<file path="config.mk">
export PLATFORM = sky130hd
export DESIGN_NAME = ara_soul_bram_responder_flat
export DESIGN_NICKNAME = d
export VERILOG_FILES = /design/src/rtl/ara_soul_bram_responder_pkg.sv /design/src/rtl/ara_soul_bram_responder_if.sv /design/src/rtl/ara_soul_bram_responder_sdp_ram.sv /design/src/rtl/ara_soul_bram_responder.sv /design/src/flat_wrapper.sv
export SDC_FILE = /design/constraint.sdc
export NUM_CORES = 1
export LEC_CHECK = 0
export BUFFER_PORTS_ARGS = -buffer_cell sky130_fd_sc_hd__buf_2
export CORE_MARGIN = 5
export CORE_UTILIZATION = 55
export DETAILED_ROUTE_END_ITERATION = 10
export MAX_ROUTING_LAYER = met4
export PLACE_DENSITY = 0.84
export SETUP_SLACK_MARGIN = 0.3
export SLEW_MARGIN = 20
export SYNTH_ARGS = -nofsm -noshare
export SYNTH_HDL_FRONTEND = slang
export SYNTH_HIERARCHICAL = 1
export SYNTH_SLANG_ARGS = --single-unit
</file>
<file path="constraint.sdc">
create_clock -name clk -period 13.6 [get_ports clk]
set_input_delay 1.36 -clock clk [delete_from_list [all_inputs] [get_ports clk]]
set_output_delay 1.36 -clock clk [all_outputs]
set_load 0.005 [all_outputs]
</file>
<file path="src/rtl/ara_soul_bram_responder_pkg.sv">
// Shared constants, FSM state type and address helper for the
// on-chip soul-memory responder.
package ara_soul_bram_responder_pkg;

  localparam int ARA_ROWS       = 3;
  localparam int ARA_DIM        = 64;
  localparam int ARA_CHUNK_BITS = 16;
  localparam int ARA_ACC_WIDTH  = 4;

  localparam int CPR    = ARA_DIM / ARA_CHUNK_BITS;
  localparam int DEPTH  = ARA_ROWS * CPR;
  localparam int WORD_W = ARA_CHUNK_BITS * (ARA_ACC_WIDTH + 1);

  typedef enum logic [2:0] {
    ST_INIT,
    ST_IDLE,
    ST_RD_WAIT,
    ST_RD_DONE,
    ST_WR_DONE
  } resp_state_t;

  function automatic int row_chunk_to_addr(
    input int row,
    input int chunk,
    input int cpr
  );
    return row * cpr + chunk;
  endfunction

  function automatic int clog2_min1(input int v);
    return (v > 1) ? $clog2(v) : 1;
  endfunction

endpackage

</file>
<file path="src/rtl/ara_soul_bram_responder_if.sv">
// Chunked soul-memory bus: master = controller, slave = responder.
// req/ready handshake plus row/chunk address and core/accum data.
interface ara_soul_bram_responder_if
  import ara_soul_bram_responder_pkg::*;
#(
  parameter int ROWS       = ARA_ROWS,
  parameter int DIM        = ARA_DIM,
  parameter int CHUNK_BITS = ARA_CHUNK_BITS,
  parameter int ACC_WIDTH  = ARA_ACC_WIDTH
);
  localparam int RW = clog2_min1(ROWS);
  localparam int CW = clog2_min1(DIM / CHUNK_BITS);
  localparam int AC = CHUNK_BITS * ACC_WIDTH;

  logic            mem_req;
  logic            mem_ready;
  logic [RW-1:0]   mem_row_addr;
  logic [CW-1:0]   mem_chunk_addr;
  logic            mem_we;
  logic [CHUNK_BITS-1:0] mem_core_out;
  logic [AC-1:0]   mem_accum_out;
  logic [CHUNK_BITS-1:0] mem_core_in;
  logic [AC-1:0]   mem_accum_in;

  modport master (
    output mem_req, mem_row_addr, mem_chunk_addr,
    output mem_we, mem_core_out, mem_accum_out,
    input  mem_ready, mem_core_in, mem_accum_in
  );

  modport slave (
    input  mem_req, mem_row_addr, mem_chunk_addr,
    input  mem_we, mem_core_out, mem_accum_out,
    output mem_ready, mem_core_in, mem_accum_in
  );

endinterface

</file>
<file path="src/rtl/ara_soul_bram_responder_sdp_ram.sv">
// Simple dual-port RAM, one write port, one registered read port.
// Ports: we/waddr/wdata write; re/raddr in, rdata valid next cycle.
module ara_soul_bram_responder_sdp_ram #(
  parameter int WIDTH = 80,
  parameter int DEPTH = 12,
  parameter int AW    = 4
) (
  input  logic             clk,
  input  logic             we,
  input  logic [AW-1:0]    waddr,
  input  logic [WIDTH-1:0] wdata,
  input  logic             re,
  input  logic [AW-1:0]    raddr,
  output logic [WIDTH-1:0] rdata
);

  (* ram_style = "block" *)
  logic [WIDTH-1:0] mem [DEPTH];

  always_ff @(posedge clk) begin
    if (we) mem[waddr] <= wdata;
  end

  always_ff @(posedge clk) begin
    if (re) rdata <= mem[raddr];
  end

endmodule

</file>
<file path="src/rtl/ara_soul_bram_responder.sv">
// Soul-memory responder: clear sweep, req/ready FSM, range check.
// Ports: clk, rst_n, bus (slave), init_done, addr_err, proto_err.
module ara_soul_bram_responder
  import ara_soul_bram_responder_pkg::*;
#(
  parameter int ROWS       = ARA_ROWS,
  parameter int DIM        = ARA_DIM,
  parameter int CHUNK_BITS = ARA_CHUNK_BITS,
  parameter int ACC_WIDTH  = ARA_ACC_WIDTH
) (
  input  logic clk,
  input  logic rst_n,
  ara_soul_bram_responder_if.slave bus,
  output logic init_done,
  output logic addr_err,
  output logic proto_err
);

  localparam int N_CPR   = DIM / CHUNK_BITS;
  localparam int N_DEPTH = ROWS * N_CPR;
  localparam int W_ACC   = CHUNK_BITS * ACC_WIDTH;
  localparam int W_WORD  = CHUNK_BITS + W_ACC;
  localparam int AW      = clog2_min1(N_DEPTH);
  localparam logic [AW-1:0] LAST = AW'(N_DEPTH - 1);

  resp_state_t       state, state_nx;
  logic [AW-1:0]     sweep;
  logic              ok_q;
  logic [W_WORD-1:0] hold_q, rd_q, rd_word, out_word;
  logic [W_WORD-1:0] wr_data;
  logic [AW-1:0]     req_addr, wr_addr;
  logic              in_range, accept, wr_en, rd_en;
  logic              rd_take, proto_set;

  always_comb begin
    in_range = (int'(bus.mem_row_addr) < ROWS)
            && (int'(bus.mem_chunk_addr) < N_CPR);
    req_addr = '0;
    if (in_range)
      req_addr = AW'(row_chunk_to_addr(int'(bus.mem_row_addr),
                                       int'(bus.mem_chunk_addr),
                                       N_CPR));
    accept  = (state == ST_IDLE) && bus.mem_req;
    // Sweep owns the write port until the clear completes.
    wr_en   = (state == ST_INIT) || (accept && bus.mem_we && in_range);
    wr_addr = (state == ST_INIT) ? sweep : req_addr;
    wr_data = (state == ST_INIT) ? '0
            : {bus.mem_accum_out, bus.mem_core_out};
    rd_en   = accept && !bus.mem_we;
    rd_word = ok_q ? rd_q : '0;
    rd_take = (state == ST_RD_DONE) && bus.mem_req;
    out_word = rd_take ? rd_word : hold_q;
  end

  always_comb begin
    state_nx  = state;
    proto_set = 1'b0;
    unique case (state)
      ST_INIT: if (sweep == LAST) state_nx = ST_IDLE;
      ST_IDLE: begin
        if (bus.mem_req)
          state_nx = bus.mem_we ? ST_WR_DONE : ST_RD_WAIT;
      end
      ST_RD_WAIT: begin
        if (bus.mem_req) begin
          state_nx = ST_RD_DONE;
        end else begin
          state_nx  = ST_IDLE;
          proto_set = 1'b1;
        end
      end
      ST_RD_DONE, ST_WR_DONE: begin
        state_nx  = ST_IDLE;
        proto_set = !bus.mem_req;
      end
      default: state_nx = ST_INIT;
    endcase
  end

  always_ff @(posedge clk or negedge rst_n) begin
    if (!rst_n) begin
      state     <= ST_INIT;
      sweep     <= '0;
      init_done <= 1'b0;
      addr_err  <= 1'b0;
      proto_err <= 1'b0;
      ok_q      <= 1'b0;
      hold_q    <= '0;
    end else begin
      state <= state_nx;
      if (state == ST_INIT) sweep <= sweep + AW'(1);
      if (state == ST_INIT && sweep == LAST) init_done <= 1'b1;
      if (accept) begin
        ok_q <= in_range;
        if (!in_range) addr_err <= 1'b1;
      end
      if (proto_set) proto_err <= 1'b1;
      if (rd_take) hold_q <= rd_word;
    end
  end

  assign bus.mem_ready = bus.mem_req
                      && (state == ST_RD_DONE || state == ST_WR_DONE);
  assign bus.mem_core_in  = out_word[CHUNK_BITS-1:0];
  assign bus.mem_accum_in = out_word[W_WORD-1:CHUNK_BITS];

  ara_soul_bram_responder_sdp_ram #(
    .WIDTH (W_WORD),
    .DEPTH (N_DEPTH),
    .AW    (AW)
  ) u_ram (
    .clk   (clk),
    .we    (wr_en),
    .waddr (wr_addr),
    .wdata (wr_data),
    .re    (rd_en),
    .raddr (req_addr),
    .rdata (rd_q)
  );

endmodule
</file>
<file path="src/flat_wrapper.sv">
// flat-port wrapper written by rule: the top's interface ports become plain ports
module ara_soul_bram_responder_flat import ara_soul_bram_responder_pkg::*;
#(
  parameter int ROWS       = ARA_ROWS,
  parameter int DIM        = ARA_DIM,
  parameter int CHUNK_BITS = ARA_CHUNK_BITS,
  parameter int ACC_WIDTH  = ARA_ACC_WIDTH
)
  (clk, rst_n, init_done, addr_err, proto_err, bus_mem_req, bus_mem_row_addr, bus_mem_chunk_addr, bus_mem_we, bus_mem_core_out, bus_mem_accum_out, bus_mem_ready, bus_mem_core_in, bus_mem_accum_in);
  ara_soul_bram_responder_if #(.ROWS(ROWS), .DIM(DIM), .CHUNK_BITS(CHUNK_BITS), .ACC_WIDTH(ACC_WIDTH)) bus_i ();
  input  logic clk;
  input  logic rst_n;
  output logic init_done;
  output logic addr_err;
  output logic proto_err;
  input wire logic [$bits(bus_i.mem_req)-1:0] bus_mem_req;
  input wire logic [$bits(bus_i.mem_row_addr)-1:0] bus_mem_row_addr;
  input wire logic [$bits(bus_i.mem_chunk_addr)-1:0] bus_mem_chunk_addr;
  input wire logic [$bits(bus_i.mem_we)-1:0] bus_mem_we;
  input wire logic [$bits(bus_i.mem_core_out)-1:0] bus_mem_core_out;
  input wire logic [$bits(bus_i.mem_accum_out)-1:0] bus_mem_accum_out;
  output wire logic [$bits(bus_i.mem_ready)-1:0] bus_mem_ready;
  output wire logic [$bits(bus_i.mem_core_in)-1:0] bus_mem_core_in;
  output wire logic [$bits(bus_i.mem_accum_in)-1:0] bus_mem_accum_in;
  assign bus_i.mem_req = bus_mem_req;
  assign bus_i.mem_row_addr = bus_mem_row_addr;
  assign bus_i.mem_chunk_addr = bus_mem_chunk_addr;
  assign bus_i.mem_we = bus_mem_we;
  assign bus_i.mem_core_out = bus_mem_core_out;
  assign bus_i.mem_accum_out = bus_mem_accum_out;
  assign bus_mem_ready = bus_i.mem_ready;
  assign bus_mem_core_in = bus_i.mem_core_in;
  assign bus_mem_accum_in = bus_i.mem_accum_in;
  ara_soul_bram_responder #(.ROWS(ROWS), .DIM(DIM), .CHUNK_BITS(CHUNK_BITS), .ACC_WIDTH(ACC_WIDTH)) u_core (.clk(clk), .rst_n(rst_n), .bus(bus_i), .init_done(init_done), .addr_err(addr_err), .proto_err(proto_err));
endmodule
</file>
==> impl_metrics.ini <==
[clocking]
clkTransAtPathRegs_ps = 60
clkLatencyLatePin_ps = 690
h-tree-depth = 3
postCtsSetupRepairBufs = 0
cts_tree = built
numClockSinks = 1131
cts_hold_buf = 0
clk_path_buf_depth = 3
cts_resized = 0
cts-root-buf = clkbuf_16
cts_buffers = 103

[synth]
synth_edf_count = 1040
async_reset_ff_frac = 0.0805
yosysWarnings = 6
synthTopCellsByArea = edfxtp_1 (73%), mux4_2 (8.4%), dfrtp_1 (5.3%)
synth_seq_cells = 1131
synth_nets = 2210
synth_area_leader_cell = edfxtp_1
synth_largest_type_area_fraction = 0.732
netlist_instances = 2121
synth_ff_type = edfxtp_1
yosysSeqAreaShare = 0.786
syn_area_um2 = 42700
synth_cell_type_count = 39
avgSynthCellArea_um2 = 20.1

[drt]
drt_pre_antenna_iters = 5
antenna_left = 0
drtIter0Drc = 2822
avgRoutedWirePerCell_um = 28.7
vias = 21800
vias_per_cell = 6.32
drc = 0
routed_wl_mm = 99.0

[worst_hold_path]
hold_class = register to register
hold_depth = 1
hp-start = u_core/addr_err

[worst_setup_path]
crit_type = input pin to register
reg2reg_depth = 7
cp-startpoint = bus_mem_row_addr[1]
crit_path_start_kind = input pin
critPathCaptureType = register
r2r_start = u_core/state[1]
critPathRequiredTime_ps = 13990
critPathArrivalTime_ps = 5440
cp_max_fo = 128

[die]
io_pins = 172
initial_utilization = 0.552
die_h_um = 288
dieArea_um2 = 83200
fp-row-count = 102
die_x_um = 288
coreArea_um2 = 77200

[sta]
slew_viol_final = 0
finalSetupViolCount = 0
hold_viol = 0
clock_skew_ps = 25.9
tightest_slew_ps = 1130
max-slew-margin-rel = 0.248
fin_crit_ps = 5050
fin_crit_sh = 0.371
fin_setup_tns_ps = 0
rsz0062_at_grt = false
fmax_mhz = 198

[final_layout]
finalNetCount = 2405
utilization = 0.621
syn_to_final_growth_pct = 12.4
fillers = 4990
layout_commonest_cell = edfxtp_1
final_cell_mix = edfxtp_1 (1040), buf_2 (170), nand2_1 (163)
drive_gt1_frac = 0.229

[global_routing]
grt_util_all_layers = 0.244
grt_pass1_wl_mm = 145
grt_pass1_vias = 22600
grt_max_degree = 129
grt_overflow = 0
antenna_found_initial = 5

[placement]
port_buffers = 171
place.gp.congestion = 0.771
hpwlAfterDp_mm = 50.6

[power]
cellLeakagePower_nw = 16.3
p_per_area_nw_per_um2 = 198
peakVddDrop_mv = 0.120

[run_status]
outcome = finished clean

[flow_run]
max_cap_violations = 0
-- synthesized netlist by cell type, drive strengths merged, types with 2 or more instances --
master  instances
a22oi          81
inv             3
xnor2           2
nand2b          3
a21oi           3
and2            3
nor3            4
buf            68
o21ai          80
o221ai         80
nor3b           2
mux4          160
dfrtp          91
nor2           13
nor2b          87
mux2i         160
nand3b          3
nand2         164
clkbuf         58
edfxtp       1040
mux2            5
-- through the flow --
step           total power [mW]  std cells  instance area, um^2  hold slack [ps]  setup WS, ps
2_1_floorplan              5.99       2121                42700              454          5290
3_3_place_gp               6.52       3251                44600              460          7990
3_5_place_dp               6.67       3251                44600              467          7850
4_1_cts                    9.50       3445                47900              480          8560
5_1_grt                    9.82       3448                47900              496          8310
6_report                   9.48       3448                47900              472          8550
-- power breakdown --
| part | internal [mW] | switching (mW) |
|---|---|---|
| Clock | 1.60 | 1.23 |
| Combinational | 0.463 | 1.19 |
| Sequential | 4.80 | 0.199 |
-- routing by layer --
metal / track usage / part of all wire / up-vias
li1: - / - / 8991
met1: 0.309 / 0.35 / 11200
met2: 0.407 / 0.52 / 1359
met3: 0.0416 / 0.092 / 208
met4: 0.0848 / 0.033 / 0
met5: - / 0 / -
-- worst max-delay path, stage by stage --
cell and delay (ps):
buf_2 130, nand2_1 220, and2_4 780, buf_12 720, buf_4 960, mux4_2 640, a22oi_1 220, o221ai_1 150
-- final timing paths --
path	slack, ps	to
worst min register to register	470	u_core/addr_err
worst max-delay path	8550	u_core/u_ram/rdata[50]
worst max register to register	9060	u_core/u_ram/mem[0][12]
min in group asynchronous	720	u_core/hold_q[3]
worst min-delay path	470	u_core/addr_err
max in group asynchronous	11700	u_core/ok_q
-- cells by family after synthesis --
group,Yosys count,synth area share
simple gates,284,0.0325
flops,1131,0.786
buf+inv,129,0.0163
mux,325,0.123
xor+xnor,3,0.000792
fa+ha+maj,1,0.000293
compound gates,248,0.0412
-- sequential cells by signal (all words and copies together), names as in the netlist --
name and cells:
u_core/proto_err 1, u_core/state 3, u_core/hold_q 80, u_core/init_done 1
u_core/u_ram/rdata 80, u_core/ok_q 1, u_core/u_ram/mem 960, u_core/sweep 4
u_core/addr_err 1
-- cell type report --
class / instances / area (um^2) / area share
multi-input cells: 861 / 8580 / 0.179
repair buffers: 216 / 1210 / 0.0252
flip-flops and latches: 1131 / 33500 / 0.699
clock buffers: 133 / 2780 / 0.0581
well taps: 1040 / 1300 / 0.0271
clock inverters: 61 / 543 / 0.0113
inverters: 3 / 11.3 / 0.000235
diodes: 3 / 7.51 / 0.000157
(Power assumes the default switching activity.)
